--- config.mk ---
export PLATFORM = sky130hd
export DESIGN_NAME = pc_sequencer
export DESIGN_NICKNAME = d
export VERILOG_FILES = /design/src/rtl/cpu_pkg.sv /design/src/rtl/pc_incrementer.sv /design/src/rtl/pc_sequencer.sv
export SDC_FILE = /design/constraint.sdc
export NUM_CORES = 1
export LEC_CHECK = 0
export BUFFER_PORTS_ARGS = -buffer_cell sky130_fd_sc_hd__buf_2
export CAP_MARGIN = 10
export CORE_MARGIN = 4
export CORE_UTILIZATION = 40
export DETAILED_ROUTE_END_ITERATION = 16
export PLACE_DENSITY = 0.74
export SETUP_SLACK_MARGIN = 0.2
export SLEW_MARGIN = 0
export SYNTH_ARGS = -nofsm -noshare
export SYNTH_HDL_FRONTEND = slang
export SYNTH_HIERARCHICAL = 1
export SYNTH_SLANG_ARGS = --single-unit
export TNS_END_PERCENT = 5
--- constraint.sdc ---
create_clock -name clk -period 1.75 [get_ports clk]
set_clock_uncertainty 0.15 [all_clocks]
set_input_delay 0.175 -clock clk [delete_from_list [all_inputs] [get_ports clk]]
set_output_delay 0.175 -clock clk [all_outputs]
set_load 0.05 [all_outputs]
--- src/rtl/cpu_pkg.sv ---
// Shared definitions for the CPU front end: default widths, reset PC and the
// fetch/issue state encoding.
package cpu_pkg;

  localparam int unsigned CPU_PC_W     = 8;
  localparam logic [7:0]  CPU_RESET_PC = 8'h00;

  typedef enum logic [1:0] {
    IDLE   = 2'd0,
    FETCH  = 2'd1,
    ISSUE  = 2'd2,
    HALTED = 2'd3
  } state_t;

endpackage

--- src/rtl/pc_incrementer.sv ---
// Next-sequential-PC adder; the carry out is dropped so the PC wraps.
module pc_incrementer #(
  parameter int unsigned W = 8
) (
  input  logic [W-1:0] pc_in,
  output logic [W-1:0] pc_out
);

  assign pc_out = pc_in + W'(1);

endmodule

--- src/rtl/pc_sequencer.sv ---
// Program-counter sequencer: fetches one instruction at a time from imem,
// issues it to decode and resolves stall/halt/branch on the way out.
module pc_sequencer
  import cpu_pkg::*;
#(
  parameter int unsigned     PC_W     = CPU_PC_W,
  parameter logic [PC_W-1:0] RESET_PC = PC_W'(CPU_RESET_PC)
) (
  input  logic            clk,
  input  logic            rst_n,
  input  logic            stall,
  input  logic            halt,
  input  logic            resume,
  input  logic            branch_taken,
  input  logic [PC_W-1:0] branch_target,
  output logic            imem_req,
  output logic [PC_W-1:0] imem_addr,
  input  logic            imem_ack,
  input  logic [PC_W-1:0] imem_rdata,
  output logic [PC_W-1:0] instr,
  output logic            instr_valid,
  output logic [PC_W-1:0] pc,
  output logic            halted
);

  state_t          state, state_nxt;
  logic [PC_W-1:0] pc_nxt, instr_nxt, pc_inc;

  pc_incrementer #(.W(PC_W)) u_inc (
    .pc_in  (pc),
    .pc_out (pc_inc)
  );

  always_ff @(posedge clk or negedge rst_n) begin
    if (!rst_n) begin
      state <= IDLE;
      pc    <= RESET_PC;
      instr <= '0;
    end else begin
      state <= state_nxt;
      pc    <= pc_nxt;
      instr <= instr_nxt;
    end
  end

  always_comb begin
    state_nxt   = state;
    pc_nxt      = pc;
    instr_nxt   = instr;
    imem_req    = 1'b0;
    instr_valid = 1'b0;
    halted      = 1'b0;
    unique case (state)
      IDLE: state_nxt = FETCH;
      FETCH: begin
        imem_req = 1'b1;
        if (imem_ack) begin
          instr_nxt = imem_rdata;
          state_nxt = ISSUE;
        end
      end
      ISSUE: begin
        instr_valid = 1'b1;
        // stall outranks everything: the issued instruction and PC stay put
        if (!stall) begin
          if (halt) begin
            pc_nxt    = pc_inc;
            state_nxt = HALTED;
          end else if (branch_taken) begin
            pc_nxt    = branch_target;
            state_nxt = FETCH;
          end else begin
            pc_nxt    = pc_inc;
            state_nxt = FETCH;
          end
        end
      end
      HALTED: begin
        halted = 1'b1;
        if (resume) state_nxt = FETCH;
      end
      default: state_nxt = IDLE;
    endcase
  end

  assign imem_addr = pc;

endmodule

==> impl_metrics.toml, run 1 <==
[status]
status = "finished, final reports clean"

[yosys]
yosys_most_used_dff = "dfrtp_1"
syn-cell-area_sq_um = 1020
yosysTopAreaCell = "dfrtp_1"
syn_avg_cell_area_sq_um = 10.9
ys_top_cells_by_area = "dfrtp_1 (44%), mux2i_1 (8.8%), mux2_2 (8.8%)"
synth-edff-count = 0
synthArstFlopShare = 1.00
ys_seq_area_frac = 0.440
synth-warning-count = 6
synth_top_area_frac = 0.440
netlist-cell-type-count = 23
syn-num-nets = 123
ys_seq_elements = 18
synth_cells = 94

[detailed_routing]
ant_nets = 0
drc_errors = 0
dr.pass1.iters = 4
finalWirelength_um = 2430
drt_iter0_drc = 31
viasPerCell = 4.78
detail_route.wl_per_cell_um = 13.6
dr_total_vias = 856

[cts]
root_buffer = "clkbuf_4"
clkLatencyLatePin_ps = 300
cts_sinks = 18
htree_levels = 1
cts_tree = "done"
clk_pin_slew_ps = 100
cts_buffer_depth = 2
cts_buffers = 3

[timing]
slew_violations = 0
min_period_ps = 1530
slew_headroom = 0.738
max_freq_mhz = 652
finalHoldViolCount = 0
period_share = 0.876
finalSetupViolCount = 0
tns_ps = 0
rsz0062_at_grt = "yes"
tightest_slew_ps = 393

[layout]
layout_commonest_cell = "buf_2"
stdcell_count = 179
area_growth_pct = 43.3
fill_cells = 210
fin_nets = 179
antenna_cells = 0
final_cell_mix = "buf_2 (46), dfrtp_1 (14), nand2_1 (10)"
drive_above_1_share = 0.550

[worst_setup_path]
end_kind = "output port"
worstReg2RegStart = "state[1]"
critPathLaunchType = "flop"
crit_slowest_cell = "dfrtp_2"
cp_top_family = "flip-flops"
rrSetupSlack_ps = 220
crit_type = "reg -> out"
crit_buf_inv = 2
worstPathMaxFanout = 4
worstPathRequired_ps = 1420
cp-startpoint = "state[0]"
slowest_delay_ps = 470
path_cells = "buf_6, ha_4, buf_8"
critPathArrivalTime_ps = 1210

[placement]
gp_congestion = 0.749
portBuffers = 49
dp.cells = 165
dpl.hpwl_um = 1730

[floorplanning]
pin_count = 50
die_x_um = 58.6
die_h_um = 58.6
die_area_sq_um = 3440
core-area_sq_um = 2450
fp-row-count = 18
initial_utilization = 0.417

[global_routing]
grt_first_pass_wirelength_um = 3950
track_usage = 0.153
grt_max_degree = 19
grt_pass1_vias = 875
antenna_found_initial = 0
overflow = 0

[job]
maxCapViolCount = 0

[min_path]
worstHoldPathType = "in -> reg"
hold_start = "branch_target[0]"
Yosys cell counts (all sizes together), types with 2 or more instances:
master  instances
buf            10
inv             5
dfrtp          18
xor2            3
ha              6
nand3           3
nor2            2
nand2          12
o21ai           8
xnor2           3
mux2i           9
mux2            9
path summary, 6_finish.rpt:
| check | to | depth (start not counted) |
|---|---|---|
| max reg2reg | state[1] | 5 |
| max | halted | 3 |
| min | imem_addr[0] | 3 |
| min reg2reg | instr[3] | 1 |
| max in group asynchronous | imem_addr[0] | 2 |
| min in group asynchronous | imem_addr[6] | 2 |
logic make-up (layout without fill, tap and decap cells):
family,after synthesis,count (layout),share of synthesized area
mux,18,18,0.187
simple gates,21,21,0.101
xor+xnor,6,6,0.0513
compound gates,10,10,0.0586
flops,18,18,0.440
buf+inv,15,70,0.0891
fa+ha+maj,6,6,0.0733
routing by layer:
layer / routed length [um] / part of all wire / track usage / vias up
met5: 0 / 0 / 0 / -
met4: 17 / 0.0070 / 0.0485 / 0
met3: 240 / 0.099 / 0.0526 / 2
met2: 1230 / 0.50 / 0.266 / 44
met1: 946 / 0.39 / 0.175 / 396
li1: - / - / - / 414
timing repair:
action | CTS | global route
hold buffers | 9 | 0
buffers inserted | 1 | 0
gates resized for setup | 10 | 7
endpoints found under the hold margin | 26 | 0
setup endpoints to repair | 13 | 12
stage by stage:
step	area, sq um	utilization	worst slack [ps]	hold WS [ps]
floorplan	1050	-	143	-271
global placement	1280	0.521	217	-24.1
detailed placement	1280	0.521	94.5	-29.5
CTS	1450	0.592	194	11.5
global route	1470	0.598	179	27.0
finish	1470	0.598	217	16.0
layout make-up:
| type | count | area (sq um) | share of cell area |
|---|---|---|---|
| clock buffer | 4 | 36.3 | 0.0247 |
| sequential | 18 | 455 | 0.310 |
| tap | 30 | 37.5 | 0.0256 |
| inverter | 5 | 18.8 | 0.0128 |
| multi-input combinational | 61 | 541 | 0.368 |
| timing repair buffer | 61 | 380 | 0.259 |
sequential cells by signal, indices dropped and copies added (netlist names):
| signal | cells |
|---|---|
| imem_addr | 8 |
| instr | 8 |
| state | 2 |
tightest hold or removal path, cell delays in order:
cell and delay [ps]:
buf_2 80, mux2i_1 50, o21ai_0 130
Power of run 1 is left out: the tool's default activity adds up to more than one toggle a clock period on the data nets, which glitch-free logic cannot reach.
==> run 2: changes to the inputs <==
Settings changed: CORE_MARGIN 4 to 1.5, HOLD_SLACK_MARGIN from default to 0.12.
Clock period 1.75 ns to 1.9 ns, I/O delays scaled along.
==> run 2 against run 1 <==
  * Register-to-register slack got worse by 30 ps
  * Via count rose by 2.3%
  * Final cell count rose by 4.5%
  * Clock-buffer cell count did not move
  * Routed wire length fell by 0.49%
  * Critical path depth rose by 2
  * Die area fell by 16%
  * Flip-flop and latch count did not move
  * Non-clock buffer count rose by 8
  * Worst setup slack got worse by 30 ps
  * Highest routed layer is now met3
==> impl_metrics.toml, run 2 (synthesized netlist as in run 1, its figures left out) <==
[power_and_ir_drop]
p_leak_nw = 0.753
power_density_nw_per_um2 = 1850
irDropWorstVdd_v = 0.00117

[placement]
gp_congestion = 0.678
dpl_cell_area_sq_um = 1240
dp.cells = 164
portBuffers = 49
dpl.hpwl_um = 1710
pre_cts_slack_ps = 211

[worst_setup_path]
slowest_delay_ps = 450
rrSetupSlack_ps = 190
worstPathRequired_ps = 1930
critPathArrivalTime_ps = 1740
crit_slowest_cell = "dfrtp_1"
crit_type = "reg -> reg"
critPathLaunchType = "flop"
end_kind = "flop"
worstPathMaxFanout = 5
cp_top_family = "flip-flops"
path_cells = "inv_1, ha_2, inv_2, o221ai_2, mux2_1"
crit_buf_inv = 2

[timing]
max_freq_mhz = 584
min_period_ps = 1710
tightest_slew_ps = 405
period_share = 0.901
tns_ps = 0
slew_headroom = 0.730
finalHoldViolCount = 0
fin_ws_ps = 187
rsz0062_at_grt = "yes"
finalSetupViolCount = 0
slew_violations = 0

[detailed_routing]
dr_total_vias = 876
detail_route.wl_per_cell_um = 12.9
drc_errors = 0
ant_nets = 0
dr.pass1.iters = 2
viasPerCell = 4.68
drt_iter0_drc = 1
finalWirelength_um = 2420

[layout]
final_cell_mix = "buf_2 (49), dlygate4sd3_1 (19), dfrtp_1 (18)"
area_growth_pct = 44.1
stdcell_count = 187
fin_nets = 187
antenna_cells = 0
drive_above_1_share = 0.446
fill_cells = 220
utilization = 0.601
stdcell_area_sq_um = 1480
layout_commonest_cell = "buf_2"

[min_path]
worstHoldPathType = "in -> reg"

[global_routing]
antenna_found_initial = 0
grt_first_pass_wirelength_um = 3810
overflow = 0
grt_max_degree = 19
grt_pass1_vias = 892
track_usage = 0.184

[cts]
clkLatencyLatePin_ps = 280
clk_pin_slew_ps = 100
cts_sinks = 18
cts_buffer_depth = 2
root_buffer = "clkbuf_4"
post-cts-setup-buffers = 0
cts_buffers = 3
htree_levels = 1
cts_tree = "done"

[floorplanning]
die_h_um = 53.6
pin_count = 50
die_area_sq_um = 2870
initial_utilization = 0.417
fp-row-count = 18
die_x_um = 53.6
core-area_sq_um = 2450

[status]
status = "finished, final reports clean"

[job]
maxCapViolCount = 0
==> run 2: area by class of cell <==
type | count | area [sq um] | area share
clock buffers | 4 | 36.3 | 0.0246
inverters | 5 | 18.8 | 0.0127
multi-input cells | 61 | 490 | 0.332
flip-flops and latches | 18 | 450 | 0.305
well taps | 30 | 37.5 | 0.0254
repair buffers | 69 | 443 | 0.300
==> run 2: metrics by stage <==
step | hold WS, ps | total power, mW
after CTS | 141 | 2.74
after detailed placement | -2.34 | 2.47
after floorplan | -256 | 2.18
final | 182 | 2.73
after global placement | -3.31 | 2.40
after global routing | 182 | 2.90
==> run 2: metal layers <==
metal	part of all wire	vias up	GRT usage
met5	0	-	0
met4	0	0	0.0385
met3	0.052	0	0.0361
met2	0.55	35	0.374
met1	0.40	410	0.191
li1	-	431	-
==> run 2: path summary, 6_finish.rpt <==
check,from,to,cells after the start
worst max-delay path,state[1],state[1],5
min in group asynchronous,rst_n,imem_addr[6],2
worst min register to register,instr[4],instr[4],1
worst max register to register,state[1],state[1],5
max in group asynchronous,rst_n,instr[4],2
worst min-delay path,halt,state[1],4
==> run 2: what timing repair did <==
action                                  in CTS  in global routing
hold endpoints to repair                    35                  0
hold buffers                                19                  0
gates resized for setup                      1                  1
endpoints found under the setup margin       1                  9
cloned                                       0                  0
==> run 2: worst register-to-register path, stage by stage, from the launching register on <==
cell	delay [ps]
dfrtp_1	450
inv_1	110
ha_2	240
inv_2	50
o221ai_2	260
mux2_1	350
==> run 2: report_power, final <==
part	leakage (nW)	internal, mW	switching (mW)
Combinational	0.510	0.477	1.28
Clock	0.0210	0.117	0.113
Sequential	0.222	0.562	0.185
Total	0.753	1.16	1.58
Power figures use the tool's default switching activity.
==> run 3: changes to the inputs <==
Settings changed: ABC_AREA from default to 1, PLACE_DENSITY 0.74 to 0.72.
==> run 3 against run 2 <==
  * Flip-flop and latch count unchanged
  * Maximum frequency is 5.2% higher
  * Power grew 9.5%
  * Non-clock buffer count rose by 5
  * Highest routed layer is now met4
  * Area after synthesis is 15% higher
  * Critical path depth is 2 lower
  * Sequential share of layout area shrank 3.5 points
  * Worst setup slack better by 85 ps
  * Combinational power up 12%
==> impl_metrics.toml, run 3 <==
[placement]
gp_congestion = 0.820
dpl.hpwl_um = 1910
dpl_cell_area_sq_um = 1390
portBuffers = 49
pre_cts_slack_ps = 399

[yosys]
ys_seq_area_frac = 0.381
synth_cells = 169
syn-num-nets = 198
synth-warning-count = 6
yosysTopAreaCell = "dfrtp_1"
yosysMostFrequentCell = "nand2_1"
yosys_most_used_dff = "dfrtp_1"
synthArstFlopShare = 1.00
ys_seq_elements = 18
syn_avg_cell_area_sq_um = 6.99
synth_top_area_frac = 0.381
netlist-cell-type-count = 16
synth_common_cells = "nand2_1 (69), inv_1 (26), nand3_1 (20)"
synth-edff-count = 0
syn-cell-area_sq_um = 1180
ys_top_cells_by_area = "dfrtp_1 (38%), nand2_1 (22%), nand3_1 (8.5%)"

[detailed_routing]
finalWirelength_um = 2960
viasPerCell = 4.49
dr_total_vias = 1204
dr.pass1.iters = 6
detail_route.wl_per_cell_um = 11.0
drc_errors = 0
drt_iter0_drc = 39
ant_nets = 0

[worst_setup_path]
critPathArrivalTime_ps = 1290
worstPathMaxFanout = 5
path_cells = "inv_1, ha_2, buf_2"
critPathLaunchType = "flop"
end_kind = "output port"
worstPathRequired_ps = 1560
cp_top_family = "flip-flops"
crit_buf_inv = 2
crit_type = "reg -> out"
slowest_delay_ps = 450
crit_slowest_cell = "dfrtp_1"

[global_routing]
antenna_found_initial = 0
grt_pass1_vias = 1141
track_usage = 0.193
grt_max_degree = 19
overflow = 0
grt_first_pass_wirelength_um = 4910

[floorplanning]
initial_utilization = 0.425
die_area_sq_um = 3290
core-area_sq_um = 2780
pin_count = 50
fp-row-count = 19
die_x_um = 57.3
die_h_um = 57.3

[layout]
fin_nets = 267
drive_above_1_share = 0.270
area_growth_pct = 41.4
final_cell_mix = "nand2_1 (69), buf_2 (49), inv_1 (26)"
layout_commonest_cell = "nand2_1"
antenna_cells = 0
stdcell_area_sq_um = 1670

[cts]
clk_pin_slew_ps = 110
clkLatencyLatePin_ps = 310
cts_buffers = 3
cts_buffer_depth = 2
post-cts-setup-buffers = 0
htree_levels = 1
ctsResizeCount = 0
root_buffer = "clkbuf_4"
cts_sinks = 18
cts_tree = "done"
cts_hold_buf = 24

[power_and_ir_drop]
power.total_mw = 2.99
p_leak_nw = 0.990
power_density_nw_per_um2 = 1790
irDropWorstVdd_v = 0.00126

[timing]
slew_headroom = 0.732
rsz0062_at_grt = "no"
fin_ws_ps = 272
period_share = 0.857
slew_violations = 0
finalSetupViolCount = 0
finalHoldViolCount = 0
tns_ps = 0
max_freq_mhz = 614
tightest_slew_ps = 402
min_period_ps = 1630

[status]
status = "finished, final reports clean"

[job]
maxCapViolCount = 0

[min_path]
worstHoldPathType = "in -> reg"
run 3: tightest hold or removal path, cell delays in order:
cell	delay, ps
buf_2	120
nor2_4	70
nand2_1	50
nand3_1	60
nand2_1	50
run 3: worst paths after layout:
path	to	cells after the start	start	slack, ps
min	imem_addr[4]	5	halt	120
max reg2reg	imem_addr[5]	7	state[0]	380
max in group asynchronous	imem_addr[1]	2	rst_n	1090
min in group asynchronous	state[1]	2	rst_n	210
min reg2reg	instr[6]	2	instr[6]	330
max	instr_valid	3	state[0]	270
run 3: cell type report:
| class | instances | area [sq um] |
|---|---|---|
| fill | 268 | 1110 |
| clock buffer | 4 | 36.3 |
| tap | 31 | 38.8 |
| sequential | 18 | 452 |
| multi-input combinational | 111 | 538 |
| inverter | 30 | 113 |
| timing repair buffer | 74 | 493 |
run 3: per-stage QoR:
| step | util | std cells | hold WS [ps] |
|---|---|---|---|
| after floorplan | - | 169 | -256 |
| after global placement | 0.501 | 240 | -1.88 |
| after detailed placement | 0.501 | 240 | 2.62 |
| after CTS | 0.601 | 268 | 123 |
| after global routing | 0.601 | 268 | 131 |
| final | 0.601 | 268 | 122 |
run 3: report_power, final:
group	internal (mW)	total [mW]	switching [mW]
Combinational	0.490	1.97	1.48
Sequential	0.567	0.767	0.200
Clock	0.117	0.250	0.133
run 3: routing by layer:
layer,GRT usage,wire (um),vias to the layer above
li1,-,-,631
met1,0.241,1320,537
met2,0.333,1480,31
met3,0.0204,105,5
met4,0.0897,56,0
met5,0,0,-
run 3: cells by family (layout without fill, tap and decap cells):
kind of cell	after synthesis	after routing	synth area share
compound gates	3	3	0.0127
xor+xnor	3	3	0.0222
fa+ha+maj	6	6	0.0636
buf+inv	40	108	0.165
flops	18	18	0.381
simple gates	99	99	0.355
